**config.mk**
```make
export PLATFORM = sky130hd
export DESIGN_NAME = fxyzw_scan
export DESIGN_NICKNAME = d
export VERILOG_FILES = /design/src/rtl/fxyzw_scan.sv
export SDC_FILE = /design/constraint.sdc
export NUM_CORES = 1
export LEC_CHECK = 0
export CORE_ASPECT_RATIO = 1.4
export CORE_MARGIN = 3
export CORE_UTILIZATION = 25
export DETAILED_ROUTE_END_ITERATION = 7
export PLACE_DENSITY = 0.48
export REMOVE_ABC_BUFFERS = 1
export SYNTH_ARGS = -nofsm -noshare
export SYNTH_HDL_FRONTEND = slang
export SYNTH_SLANG_ARGS = --single-unit
```
**constraint.sdc**
```tcl
create_clock -name clk -period 3.8 [get_ports clk]
set_clock_uncertainty 0.1 [all_clocks]
set_input_delay 1.14 -clock clk [delete_from_list [all_inputs] [get_ports clk]]
set_output_delay 1.14 -clock clk [all_outputs]
set_load 0.005 [all_outputs]
```
**src/rtl/fxyzw_scan.sv**
```systemverilog
// Truth-table scanner: walks {x,y,w,z} through 0..15, samples s_in after SETTLE_CYCLES, builds a 16-bit map.
// Optional mismatch counter on err_cnt is compiled in when FXYZW_SCAN_ERRCNT_EN is defined.
module fxyzw_scan #(
    parameter int SETTLE_CYCLES = 1
) (
    input  logic        clk,
    input  logic        reset,
    input  logic        start,
    input  logic [15:0] expected,
    input  logic        s_in,
    output logic        x,
    output logic        y,
    output logic        w,
    output logic        z,
    output logic        busy,
    output logic        done,
    output logic [15:0] result,
    output logic        match,
    output logic [4:0]  err_cnt
);

    if (SETTLE_CYCLES < 1 || SETTLE_CYCLES > 15) begin : g_settle_range
        $error("fxyzw_scan: SETTLE_CYCLES must be in 1..15");
    end

    localparam logic [3:0] CNT_LAST = 4'(SETTLE_CYCLES - 1);

    typedef enum logic [1:0] {
        IDLE   = 2'd0,
        SETTLE = 2'd1,
        SAMPLE = 2'd2,
        DONE   = 2'd3
    } state_t;

    state_t      state_q, state_d;
    logic [3:0]  idx_q, idx_d;
    logic [3:0]  cnt_q, cnt_d;
    logic [15:0] expected_q, expected_d;
    logic [15:0] result_q, result_d;
    logic        busy_q, busy_d;
    logic        done_q, done_d;
    logic        match_q, match_d;
`ifdef FXYZW_SCAN_ERRCNT_EN
    logic [4:0]  err_cnt_q, err_cnt_d;
`endif

    always_comb begin
        state_d    = state_q;
        idx_d      = idx_q;
        cnt_d      = cnt_q;
        expected_d = expected_q;
        result_d   = result_q;
        busy_d     = busy_q;
        done_d     = done_q;
        match_d    = match_q;
`ifdef FXYZW_SCAN_ERRCNT_EN
        err_cnt_d  = err_cnt_q;
`endif
        case (state_q)
            IDLE, DONE: begin
                if (start) begin
                    expected_d = expected;
                    idx_d      = 4'd0;
                    cnt_d      = 4'd0;
                    result_d   = 16'd0;
                    busy_d     = 1'b1;
                    done_d     = 1'b0;
                    match_d    = 1'b0;
`ifdef FXYZW_SCAN_ERRCNT_EN
                    err_cnt_d  = 5'd0;
`endif
                    state_d    = SETTLE;
                end
            end
            SETTLE: begin
                if (cnt_q == CNT_LAST) begin
                    state_d = SAMPLE;
                end else begin
                    cnt_d = cnt_q + 4'd1;
                end
            end
            SAMPLE: begin
                result_d[idx_q] = s_in;
`ifdef FXYZW_SCAN_ERRCNT_EN
                if (s_in != expected_q[idx_q]) begin
                    err_cnt_d = err_cnt_q + 5'd1;
                end
`endif
                if (idx_q == 4'd15) begin
                    // idx stays at 15 so the function under test sees 1,1,1,1 while done.
                    busy_d  = 1'b0;
                    done_d  = 1'b1;
                    match_d = (result_d == expected_q);
                    state_d = DONE;
                end else begin
                    idx_d   = idx_q + 4'd1;
                    cnt_d   = 4'd0;
                    state_d = SETTLE;
                end
            end
            default: state_d = IDLE;
        endcase
    end

    always_ff @(posedge clk) begin
        if (reset) begin
            state_q    <= IDLE;
            idx_q      <= 4'd0;
            cnt_q      <= 4'd0;
            expected_q <= 16'd0;
            result_q   <= 16'd0;
            busy_q     <= 1'b0;
            done_q     <= 1'b0;
            match_q    <= 1'b0;
`ifdef FXYZW_SCAN_ERRCNT_EN
            err_cnt_q  <= 5'd0;
`endif
        end else begin
            state_q    <= state_d;
            idx_q      <= idx_d;
            cnt_q      <= cnt_d;
            expected_q <= expected_d;
            result_q   <= result_d;
            busy_q     <= busy_d;
            done_q     <= done_d;
            match_q    <= match_d;
`ifdef FXYZW_SCAN_ERRCNT_EN
            err_cnt_q  <= err_cnt_d;
`endif
        end
    end

    assign {x, y, w, z} = idx_q;
    assign busy   = busy_q;
    assign done   = done_q;
    assign result = result_q;
    assign match  = match_q;
`ifdef FXYZW_SCAN_ERRCNT_EN
    assign err_cnt = err_cnt_q;
`else
    assign err_cnt = 5'd0;
`endif

endmodule

```
### Word level (Yosys, flattened, before mapping)

Cells that the tools add are included.

| cells by class | value |
|---|---|
| add/sub/neg operators | 2 |
| $lt $le $gt $ge | 2 |
| equal/unequal tests | 10 |
| muxes and demuxes | 23 |
| reduce and logical (&&, ||, !) cells | 11 |

Operators by type and width:

| cell | number |
|---|---|
| 16-bit one-hot mux with 2 select lines | 1 |
| 16-bit bitwise mux | 1 |
| 16-bit == test | 1 |
| 16-bit two-way mux | 1 |
| 4-bit two-way mux | 4 |
| 4-bit one-hot mux with 3 select lines | 1 |
| 2-bit != test, second input constant | 5 |
| 3-bit AND reduction | 3 |
| 4-bit by 1-bit adder with 4-bit output, second input constant | 2 |
| 4-bit one-hot mux with 2 select lines | 1 |
| 1-bit two-way mux | 6 |
| 2-bit two-way mux | 3 |
| 1-bit one-hot mux with 2 select lines | 3 |
| 2-bit one-hot mux with 3 select lines | 1 |
| 2-bit AND reduction | 3 |
| 4-bit by 5-bit < comparator with 1-bit output, second input constant | 1 |
| 1-bit demux with 4-bit select | 1 |
| 2-bit == test, second input constant | 2 |
| 4-bit == test, second input constant | 1 |
| 4-bit by 1-bit greater-or-equal comparator with 1-bit output, second input constant | 1 |
| 4-bit zero test | 1 |
| 2-bit by 1-bit == test with 1-bit output, second input constant | 1 |
| 2-bit zero test | 1 |
| 2-bit nonzero test | 1 |
| 2 further kinds | 2 |

| word-level totals | value |
|---|---|
| register bits | 45 |
| logic and storage cells | 56 |

### Logic depth before layout (Yosys ltp)

| depth | value |
|---|---|
| word-level depth | 8 |
| gate-level depth with buffers | 9 |
| gate-level depth less buffers | 7 |

### Worst setup path after synthesis

OpenSTA, ideal clock, no wires.

| timing path | value |
|---|---|
| path kind | input to register |
| start | input s_in |
| end | register match_q (netlist: match) |
| setup time | 87 ps |
| arrival time | 2439 ps |
| required time | 3613 ps |
| setup slack | 1174 ps |
| cell stages on the path | 7 |
| path buffers | 2 |
| cell sequence | buf_4 clkbuf_1 xor2_1 a32o_1 a2111oi_0 o2111ai_1 o31ai_1 |

| between the ends | value |
|---|---|
| longest elaborated chain between the ends | 4 |

Ends and longest elaborated chain:

| what | line | source |
|---|---|---|
| from (decl) | 10 | `input logic s_in,` |
| 16-bit bitwise mux | 83 | `result_d[idx_q] = s_in;` |
| 16-bit == test | 93 | `match_d = (result_d == expected_q);` |
| 1-bit two-way mux | 89 | `if (idx_q == 4'd15) begin` |
| 1-bit one-hot mux with 2 select lines | 59 | `case (state_q)` |
| to (signal assigned) | 126 | `match_q <= match_d;` |
| to (decl) | 42 | `logic match_q, match_d;` |

No other way between the ends. The select of a mux whose other input is x is not followed.
A chain may end at the register's enable or synchronous reset.

### Worst setup path after layout

Ends and elaborated chain as after synthesis.

==> results.sh <==
export IMPL_status="finished clean"
export IMPL_crit_path_max_fanout=18
export IMPL_synth_seq_area_share=0.351
export IMPL_drt_total_wl_um=7030
export IMPL_clk_latency_ns=0.28
export IMPL_power_density_nw_per_um2=401
export IMPL_wl_per_cell_um=14.4
export IMPL_p_sw_frac=0.281
export IMPL_grt_pass1_wl_um=11700
export IMPL_via_per_inst=4.74
export IMPL_seqPwrFrac=0.402
export IMPL_grt_antenna_before_repair=0
export IMPL_gp_congestion=0.905
export IMPL_synthArstFlopShare=0
export IMPL_cp_required_ns=3.91
export IMPL_avgSynthCellArea_um2=8.05
export IMPL_startpoint="s_in"
export IMPL_finalMaxSlewViolations=0
export IMPL_ioPinCount=48
export IMPL_yosysWarnings=0
export IMPL_synthCells=319
export IMPL_fin_nets=382
export IMPL_initial_core_util=0.258
export IMPL_grt_overflow=0
export IMPL_max_freq_mhz=319
export IMPL_start_kind="input pin"
export IMPL_worstSetupPathType="input pin to register"
export IMPL_timing_hold_ws_ns=0.373
export IMPL_yosysUniqueCellTypes=49
export IMPL_hp_class="register to register"
export IMPL_port_buffers=42
export IMPL_area_growth_pct=26.6
export IMPL_finalPower_uw=1300
export IMPL_hp_start="expected_q[7]"
export IMPL_ir_drop_mv=0.186
export IMPL_die_y_um=126
export IMPL_cts_path_max_buffers=2
export IMPL_diodes=0
export IMPL_grt_pass1_vias=2280
export IMPL_grt_max_degree=23
export IMPL_grt_usage=0.125
export IMPL_cts_buffers=5
export IMPL_layout_drive_gt1_share=0.0511
export IMPL_synth_edf_count=0
export IMPL_rows=43
export IMPL_cts_root_buffer="clkbuf_16"
export IMPL_cts_resized=0
export IMPL_setup_tns_ns=0
export IMPL_die_width_um=91.7
export IMPL_ys_flop_type="dfxtp_1"
export IMPL_p_clk_frac=0.390
export IMPL_dr_wl_met3_um=261
export IMPL_detail_route_first_pass_iterations=4
export IMPL_wl_met1_um=3190
export IMPL_rsz0062_at_grt="no"
export IMPL_fillers=1059
export IMPL_die_area_um2=11500
export IMPL_crit_arrival_ns=3.24
export IMPL_final_common_cell="dfxtp_1"
export IMPL_worstSetupEndpointType="register"
export IMPL_worstMarginPinSlew_ns=0.736
export IMPL_post_cts_setup_buffer_count=0
export IMPL_r2r_start="idx_q[0]"
export IMPL_fin_crit_ns=3.14
export IMPL_detail_route_antenna_nets=0
export IMPL_drt_iter0_markers=106
export IMPL_drcViolationCount=0
export IMPL_num_vias=2309
export IMPL_combPwrFrac=0.207
export IMPL_cts_tree="built"
export IMPL_layout_common_cells="45 x dfxtp_1, 42 x nand2_1, 42 x clkdlybuf4s50_1"
export IMPL_fin_crit_sh=0.826
export IMPL_htree_levels=2
export IMPL_hold_violations=0
export IMPL_dp_hpwl_um=5160
export IMPL_clock_sinks=45
export IMPL_hold_buffers=0
export IMPL_setup_viol=0
export IMPL_cts_clk_slew_worst_paths_ns=0.06
export IMPL_ys_ff_latch=45
export IMPL_power_switching_uw=367
export IMPL_leakagePower_uw=0.00119
export IMPL_wl_met2_um=3460
export IMPL_core_um2=9950
export IMPL_max_slew_margin=0.510
export IMPL_highest_layer="met4"
export IMPL_drv_cap=0
export IMPL_intPower_uw=937
export IMPL_syn_area_um2=2570
[final timing paths]
kind / slack (ns) / depth (start not counted) / end
setup / recovery: 0.66 / 6 / match
hold / removal: 0.37 / 2 / expected_q[7]
setup reg to reg: 1.38 / 7 / match
hold reg to reg: 0.37 / 2 / expected_q[7]
[synthesized netlist by cell type (all sizes together) (2+ instances only)]
| cell | number | area share |
|---|---|---|
| nor3b | 5 | 0.019 |
| a211oi | 2 | 0.0058 |
| nand2b | 5 | 0.012 |
| a21oi | 21 | 0.041 |
| dfxtp | 45 | 0.35 |
| nor2 | 31 | 0.045 |
| mux2i | 9 | 0.035 |
| o21ai | 19 | 0.037 |
| clkbuf | 16 | 0.023 |
| o32ai | 4 | 0.014 |
| nor4 | 2 | 0.0049 |
| nand2 | 42 | 0.061 |
| a32o | 2 | 0.0078 |
| buf | 11 | 0.031 |
| nand4 | 4 | 0.0097 |
| nor2b | 3 | 0.0073 |
| a22o | 2 | 0.0068 |
| o21a | 2 | 0.0058 |
| o2bb2ai | 3 | 0.010 |
| xor2 | 7 | 0.024 |
| a22oi | 16 | 0.047 |
| and3 | 5 | 0.012 |
| inv | 14 | 0.020 |
| xnor2 | 4 | 0.014 |
| ha | 11 | 0.054 |
| o22ai | 2 | 0.0049 |
| nand3 | 7 | 0.014 |
| and3b | 8 | 0.028 |
[registers in the layout, indices dropped and copies added (netlist names)]
name / count
expected_q: 16
result: 16
busy: 1
cnt_q: 4
state_q: 2
idx_q: 4
match: 1
done: 1
[per-layer routing]
layer	vias to the layer above	global-route usage
met3	9	0.0239
met5	-	0
met4	0	0.0453
met1	1086	0.151
met2	46	0.217
li1	1168	-
[through the flow]
| stage | instance area, um2 | cells | util | worst slack [ns] |
|---|---|---|---|---|
| 2_1_floorplan | 2440 | 296 | - | 1.16 |
| 3_3_place_gp | 3080 | 479 | 0.309 | 0.447 |
| 3_5_place_dp | 3080 | 479 | 0.309 | 0.402 |
| 4_1_cts | 3250 | 487 | 0.327 | 0.694 |
| 5_1_grt | 3250 | 487 | 0.327 | 0.572 |
| 6_report | 3250 | 487 | 0.327 | 0.663 |
[layout make-up]
type,count,area [um2],share of cell area
Timing Repair Buffer,48,465,0.143
Tap cell,135,169,0.0520
Inverter,14,52.6,0.0162
Clock inverter,1,30.0,0.00924
Multi-Input combinational cell,237,1490,0.458
Clock buffer,7,143,0.0439
Sequential cell,45,901,0.277
[power by group through the flow]
stage	sequential [uW]	combinational, uW	clock, uW
detailed placement	536	272	0
global placement	536	268	0
finish	525	270	508
global route	529	309	536
floorplan	527	176	0
CTS	525	275	523
[worst max-delay path: stages]
cell             delay (ns)
clkdlybuf4s50_1        0.77
xor2_1                 0.29
a32o_1                 0.24
a2111oi_0              0.40
o2111ai_1              0.19
o31ai_1                0.21
[kinds of logic after synthesis]
logic type      Yosys count  share of synthesized area
buf+inv                  41                     0.0746
fa+ha+maj                11                     0.0536
flops                    45                      0.351
compound gates           84                      0.216
simple gates            116                      0.227
xor+xnor                 11                     0.0375
mux                      10                     0.0395
other cells               1                    0.00146
Note: power is estimated with default switching activity, not from simulation.
